### config.mk
export PLATFORM = sky130hd
export DESIGN_NAME = spi_slave
export DESIGN_NICKNAME = d
export VERILOG_FILES = /design/src/rtl/spi_slave.sv
export SDC_FILE = /design/constraint.sdc
export NUM_CORES = 1
export LEC_CHECK = 0
export CORE_ASPECT_RATIO = 0.8
export CORE_MARGIN = 2
export CORE_UTILIZATION = 45
export CTS_BUF_LIST = sky130_fd_sc_hd__clkbuf_8
export DETAILED_ROUTE_END_ITERATION = 7
export PLACE_DENSITY = 0.69
export RECOVER_POWER = 100
export SYNTH_ARGS = -nofsm -noshare
export SYNTH_HDL_FRONTEND = slang
export SYNTH_SLANG_ARGS = --single-unit
### constraint.sdc
create_clock -name clock -period 2.57 [get_ports clock]
set_input_delay 0.6425 -clock clock [delete_from_list [all_inputs] [get_ports clock]]
set_output_delay 0.6425 -clock clock [all_outputs]
set_load 0.005 [all_outputs]
### src/rtl/spi_slave.sv
// spi_slave: SPI target endpoint. Oversamples the SPI pins on the system clock
// and turns frames of {R/W, address, data...} into register write strobes and
// read requests. Bursts auto-increment the address while slave select is low.
//
// Read handshake: read_request pulses for one cycle with read_address. The
// fabric answers by raising read_valid with read_data either in that same
// cycle or in the cycle after. If read_valid has not arrived by then, the
// word is shifted out as zeros and read_underrun pulses once. There is no
// backpressure; read_valid outside that two-cycle window is ignored.
module spi_slave #(
  parameter int DATA_WIDTH    = 16,
  parameter int ADDRESS_WIDTH = 15
) (
  input  logic                     clock,
  input  logic                     reset_n,
  input  logic                     clock_polarity,
  input  logic                     clock_phase,
  input  logic                     serial_clock,
  input  logic                     slave_select,
  input  logic                     master_out_slave_in,
  output logic                     master_in_slave_out,
  output logic                     miso_enable,
  output logic                     busy,
  output logic                     write_valid,
  output logic [ADDRESS_WIDTH-1:0] write_address,
  output logic [DATA_WIDTH-1:0]    write_data,
  output logic                     read_request,
  output logic [ADDRESS_WIDTH-1:0] read_address,
  input  logic                     read_valid,
  input  logic [DATA_WIDTH-1:0]    read_data,
  output logic                     frame_error,
  output logic                     read_underrun,
  output logic [2:0]               debug_state
);

  localparam int CNT_MAX = (DATA_WIDTH > ADDRESS_WIDTH) ? DATA_WIDTH : ADDRESS_WIDTH;
  localparam int CW      = $clog2(CNT_MAX);
  localparam logic [CW-1:0] ADDR_LAST = CW'(ADDRESS_WIDTH - 1);
  localparam logic [CW-1:0] DATA_LAST = CW'(DATA_WIDTH - 1);

  typedef enum logic [2:0] {
    S_IDLE       = 3'd0,
    S_COMMAND    = 3'd1,
    S_ADDRESS    = 3'd2,
    S_WRITE_DATA = 3'd3,
    S_READ_DATA  = 3'd4
  } state_t;

  state_t                   state_q;
  logic                     sclk_s1_q, sclk_s2_q, sclk_s3_q;
  logic                     ss_s1_q, ss_s2_q;
  logic                     mosi_s1_q, mosi_s2_q;
  logic                     armed_q;
  logic                     rw_q;
  logic [CW-1:0]            cnt_q;
  logic [ADDRESS_WIDTH-1:0] addr_q;
  logic [DATA_WIDTH-1:0]    data_q;
  logic [DATA_WIDTH-1:0]    tx_q;
  logic                     pend_q, pend_age_q;
  logic                     miso_q;
  logic                     write_valid_q, read_request_q, frame_error_q, read_underrun_q;
  logic [ADDRESS_WIDTH-1:0] write_address_q, read_address_q;
  logic [DATA_WIDTH-1:0]    write_data_q;

  logic                     sclk_rise, sclk_fall, lead_edge, trail_edge;
  logic                     sample_edge, launch_edge;
  logic                     data_state, word_done, abort_err;
  logic [ADDRESS_WIDTH-1:0] addr_shift_d, addr_inc_d;
  logic [DATA_WIDTH-1:0]    data_shift_d;

  // Edge decode on the synchronized SCLK; the mode bits pick which edge samples.
  assign sclk_rise    = sclk_s2_q & ~sclk_s3_q;
  assign sclk_fall    = ~sclk_s2_q & sclk_s3_q;
  assign lead_edge    = clock_polarity ? sclk_fall : sclk_rise;
  assign trail_edge   = clock_polarity ? sclk_rise : sclk_fall;
  assign sample_edge  = clock_phase ? trail_edge : lead_edge;
  assign launch_edge  = clock_phase ? lead_edge : trail_edge;

  assign addr_shift_d = {addr_q[ADDRESS_WIDTH-2:0], mosi_s2_q};
  assign addr_inc_d   = addr_q + ADDRESS_WIDTH'(1);
  assign data_shift_d = {data_q[DATA_WIDTH-2:0], mosi_s2_q};

  // A word is complete only on its last data sample; anything else partway
  // through a word is an abort when SS rises.
  assign data_state = (state_q == S_WRITE_DATA) || (state_q == S_READ_DATA);
  assign word_done  = data_state && sample_edge && (cnt_q == DATA_LAST);
  assign abort_err  = ((state_q == S_COMMAND) && sample_edge) ||
                      (state_q == S_ADDRESS) ||
                      (data_state && !word_done && ((cnt_q != '0) || sample_edge));

  // Two-flop synchronizers for the pins plus a third SCLK stage for edges.
  always_ff @(posedge clock) begin
    if (!reset_n) begin
      sclk_s1_q <= 1'b0; sclk_s2_q <= 1'b0; sclk_s3_q <= 1'b0;
      ss_s1_q   <= 1'b0; ss_s2_q   <= 1'b0;
      mosi_s1_q <= 1'b0; mosi_s2_q <= 1'b0;
    end else begin
      sclk_s1_q <= serial_clock;        sclk_s2_q <= sclk_s1_q; sclk_s3_q <= sclk_s2_q;
      ss_s1_q   <= slave_select;        ss_s2_q   <= ss_s1_q;
      mosi_s1_q <= master_out_slave_in; mosi_s2_q <= mosi_s1_q;
    end
  end

  // Frame decoder FSM with registered strobes, read capture and MISO shifter.
  always_ff @(posedge clock) begin
    if (!reset_n) begin
      state_q         <= S_IDLE;
      armed_q         <= 1'b0;
      rw_q            <= 1'b0;
      cnt_q           <= '0;
      addr_q          <= '0;
      data_q          <= '0;
      tx_q            <= '0;
      pend_q          <= 1'b0;
      pend_age_q      <= 1'b0;
      miso_q          <= 1'b0;
      write_valid_q   <= 1'b0;
      write_address_q <= '0;
      write_data_q    <= '0;
      read_request_q  <= 1'b0;
      read_address_q  <= '0;
      frame_error_q   <= 1'b0;
      read_underrun_q <= 1'b0;
    end else begin
      write_valid_q   <= 1'b0;
      read_request_q  <= 1'b0;
      frame_error_q   <= 1'b0;
      read_underrun_q <= 1'b0;
      // Only a high SS seen after reset arms the next frame start.
      if (ss_s2_q) armed_q <= 1'b1;

      // Read data window: the request cycle and the one after it.
      if (pend_q) begin
        if (read_valid) begin
          tx_q   <= read_data;
          pend_q <= 1'b0;
        end else if (pend_age_q) begin
          tx_q            <= '0;
          pend_q          <= 1'b0;
          read_underrun_q <= 1'b1;
        end else begin
          pend_age_q <= 1'b1;
        end
      end

      case (state_q)
        S_IDLE: begin
          miso_q <= 1'b0;
          cnt_q  <= '0;
          if (armed_q && !ss_s2_q) state_q <= S_COMMAND;
        end
        S_COMMAND: begin
          miso_q <= 1'b0;
          if (sample_edge) begin
            rw_q    <= mosi_s2_q;
            cnt_q   <= '0;
            state_q <= S_ADDRESS;
          end
        end
        S_ADDRESS: begin
          miso_q <= 1'b0;
          if (sample_edge) begin
            addr_q <= addr_shift_d;
            if (cnt_q == ADDR_LAST) begin
              cnt_q <= '0;
              if (rw_q) begin
                state_q        <= S_READ_DATA;
                read_request_q <= 1'b1;
                read_address_q <= addr_shift_d;
                pend_q         <= 1'b1;
                pend_age_q     <= 1'b0;
              end else begin
                state_q <= S_WRITE_DATA;
              end
            end else begin
              cnt_q <= cnt_q + CW'(1);
            end
          end
        end
        S_WRITE_DATA, S_READ_DATA: begin
          if (sample_edge) begin
            data_q <= data_shift_d;
            if (cnt_q == DATA_LAST) begin
              cnt_q  <= '0;
              addr_q <= addr_inc_d;
              if (state_q == S_WRITE_DATA) begin
                write_valid_q   <= 1'b1;
                write_address_q <= addr_q;
                write_data_q    <= data_shift_d;
              end else begin
                read_request_q <= 1'b1;
                read_address_q <= addr_inc_d;
                pend_q         <= 1'b1;
                pend_age_q     <= 1'b0;
              end
            end else begin
              cnt_q <= cnt_q + CW'(1);
            end
          end
          if (launch_edge) begin
            miso_q <= (state_q == S_READ_DATA) ? tx_q[DATA_WIDTH-1] : 1'b0;
            tx_q   <= {tx_q[DATA_WIDTH-2:0], 1'b0};
          end
        end
        default: state_q <= S_IDLE;
      endcase

      // SS high ends the frame; a word finishing in this same cycle keeps
      // its write strobe, but no further read is requested.
      if ((state_q != S_IDLE) && ss_s2_q) begin
        state_q        <= S_IDLE;
        cnt_q          <= '0;
        pend_q         <= 1'b0;
        read_request_q <= 1'b0;
        miso_q         <= 1'b0;
        frame_error_q  <= abort_err;
      end
    end
  end

  assign busy                = armed_q & ~ss_s2_q;
  assign miso_enable         = armed_q & ~ss_s2_q;
  assign master_in_slave_out = miso_q;
  assign write_valid         = write_valid_q;
  assign write_address       = write_address_q;
  assign write_data          = write_data_q;
  assign read_request        = read_request_q;
  assign read_address        = read_address_q;
  assign frame_error         = frame_error_q;
  assign read_underrun       = read_underrun_q;
  assign debug_state         = state_q;

endmodule

==> out/qor.csv <==
metric,value,unit
DR iter-0 viols,473,
DP Area,0.00613,mm2
post-synthesis sequential area ratio,45.1,%
Die Y,99.3,um
routed vias/inst,5.39,
clk sinks,115,
IO buf count,79,
Critical Path AT,1740,ps
DIE AREA,0.0122,mm2
Mapped Area,0.00510,mm2
Worst-path clk slew,70,ps
Final min period,2380,ps
cell accounting for the most synthesized area,dfxtp_1,
nets@finish,720,
MaxCap Viol Count,0,
status,finished clean,
"Design Area, Final",0.00645,mm2
area of the multi-input gates,0.00248,mm2
hold crit path type,reg -> reg,
Comb pwr share,3.7,%
Synth Net Count,642,
Core Rows,34,
switching pwr,0.000792,W
CTS HTree Levels,4,
crit path kind,reg -> out,
worst IR drop on VDD,0.345,mV
internal power,0.00280,W
Starting Density,46.5,%
fmax,420,MHz
Final setup viols,0,
"Avg Cell Area, Syn",8.31,um2
Clock Power Share,46.3,%
total CTS buffers,17,
Hold Slack,439,ps
CTS tree,done,
xor/xnor share of the synthesized area,0.834,%
"Clk Latency, worst-skew pair",430,ps
Max Transition Viols Final,0,
Ports,80,
crit path from,debug_state[2],
Switching Share,22.0,%
Seq pwr share,50.1,%
hold buffers post-CTS,0,
CP max FO,11,
Reg2Reg Depth,7,
Compound-Gate Fraction of Synth Area,24.2,%
setup_tns,0,ps
fraction of layout cells with a size suffix above 1,10.1,%
Congestion Overflow GR,0,
Post-CTS Setup Inserts,0,
Seq. cell area,0.00230,mm2
reg2reg setup slack,420,ps
Synth Area in Simple Gates,20.7,%
via count of the first global-routing pass,4209,
via count,4572,
fraction of synthesized area in multiplexers,2.43,%
clk buf depth,2,
cells after synthesis,614,
Antenna diodes,0,
number of synthesized flops with an enable pin,0,
Critical Path Sink,debug_state[2],
final WL,12900,um
Post-synth ARST share,0,%
# resized after CTS,0,
drt wl/cell,15.2,um
core area,0.0110,mm2
Area Overhead vs Synth,26.3,%
pin count of the biggest net entering global routing,52,
Critical Path Source Type,flip-flop,
Main synth FF type,dfxtp_1,
Leak,2.51,nW
CP Capture Type,primary output,
post-synth top area share,45.1,%
Synth cell types,62,
Routed Antenna Nets,0,
die width,123,um
GRT Overall Usage,22.2,%
first-pass GRT wire length,21300,um
reg-to-reg endpoint,data_q[12],
dpl hpwl,8940,um
adder-cell area share of the yosys netlist,0.981,%
Yosys reg bits,115,
"Hold Vio Cnt, Final",0,
Setup Skew,9.36,ps
Relative slew margins,40.5,%
clk root buf,clkbuf_8,
Worst EP required,1930,ps
startpoint of the worst register-to-register path,debug_state[0],
Worst Tran Pin Value,892,ps
Pre-Repair DR Iteration Count,5,
setup ws final,189,ps
"most common cell after layout, fill and taps aside",nand2_1,
fill count,1007,
Routability Congestion,0.899,
final worst-path cycle share,92.6,%
Pwr Density,558,mW/mm2
main combinational cell family by area after synthesis,compound AO/OA/AOI/OAI gates,
RSZ-0062 raised after global routing,no,
initial antenna violation count,0,
Synth area leaders,"dfxtp_1 (45%), nand2_1 (10%), a21oi_1 (5.2%)",
drt drc,0,
most frequent cells in the layout,"nand2_1 (137), dfxtp_1 (115), dlygate4sd3_1 (55)",
YS warnings,0,
pre-CTS WS,9.17,ps
[power by group through the flow]
stage	clock [W]	sequential, W	combinational, W
after floorplan	0	0.00183	0.0000759
after global routing	0.00179	0.00180	0.000145
after detailed placement	0	0.00184	0.000140
after global placement	0	0.00184	0.000138
final	0.00166	0.00180	0.000131
after CTS	0.00169	0.00180	0.000140
[cell usage after synthesis, types with 3 or more instances]
library cell  instances
or3_1                 4
nor2_1               27
o22ai_1               7
nand4_1               5
a21boi_1             24
and2_1                8
o211a_1               9
nor4_1                4
a21o_1                6
buf_4                 3
o21ai_0              16
a211oi_1             12
o21ai_1              11
mux2i_1               9
a21boi_0              5
nor3_1                7
a21oi_2               3
dfxtp_1             115
nor2b_1               3
ha_1                  4
buf_6                 4
a22oi_1              18
clkbuf_1             26
nand2b_1              7
nand2_1             137
nand3_1              14
xnor2_1               3
buf_2                17
a21oi_1              53
and3_1                5
inv_1                 7
[per-stage QoR]
step | power, W | std cells | util (%)
2_1_floorplan | 0.00191 | 614 | -
3_3_place_gp | 0.00198 | 817 | 55.8
3_5_place_dp | 0.00198 | 817 | 55.8
4_1_cts | 0.00363 | 848 | 59.5
5_1_grt | 0.00374 | 848 | 58.7
6_report | 0.00360 | 848 | 58.7
[per-layer routing]
| layer | track usage (%) | routed length (um) | vias to the layer above |
|---|---|---|---|
| met5 | 0 | 0 | - |
| met4 | 6.03 | 80 | 0 |
| met3 | 5.16 | 731 | 9 |
| met2 | 33.2 | 5670 | 125 |
| met1 | 32.2 | 6400 | 2145 |
| li1 | - | - | 2293 |
[final cells by class]
class                      instances  area share, %
sequential                       115           35.7
inverter                           8          0.466
multi-input combinational        438           38.5
tap                              144           2.80
clock buffer                      21           4.48
timing repair buffer             112           16.4
clock inverter                    10           1.67
[logic make-up (layout without fill, tap and decap cells)]
kind of cell,after synthesis,after routing
compound gates,184,184
xor+xnor,4,4
fa+ha+maj,4,4
buf+inv,61,151
flops,115,115
mux,12,12
simple gates,234,234
[registers in the layout, summed over array words and instances, names as in the netlist]
| signal | flops |
|---|---|
| sclk_s1_q | 1 |
| ss_s1_q | 1 |
| read_request | 1 |
| sclk_s3_q | 1 |
| mosi_s1_q | 1 |
| write_data | 16 |
| rw_q | 1 |
| master_in_slave_out | 1 |
| read_address | 15 |
| read_underrun | 1 |
| ss_s2_q | 1 |
| cnt_q | 4 |
| armed_q | 1 |
| frame_error | 1 |
| pend_age_q | 1 |
| write_valid | 1 |
| addr_q | 15 |
| tx_q | 16 |
| data_q | 15 |
| sclk_s2_q | 1 |
| write_address | 15 |
| pend_q | 1 |
| debug_state | 3 |
| mosi_s2_q | 1 |
[worst min path at each step]
stage	startpoint	endpoint	slack [ps]	cells after the start
finish	sclk_s1_q	sclk_s2_q	440	1
global route	sclk_s1_q	sclk_s2_q	470	1
floorplan	mosi_s1_q	mosi_s2_q	410	1
global placement	mosi_s1_q	mosi_s2_q	420	1
CTS	sclk_s1_q	sclk_s2_q	450	1
detailed placement	mosi_s1_q	mosi_s2_q	430	1
[worst max-delay path, stage by stage, from the launching register on]
cell and delay, ps:
dfxtp_1 520, clkbuf_2 270, clkdlybuf4s50_1 530
Power figures use the tool's default switching activity.
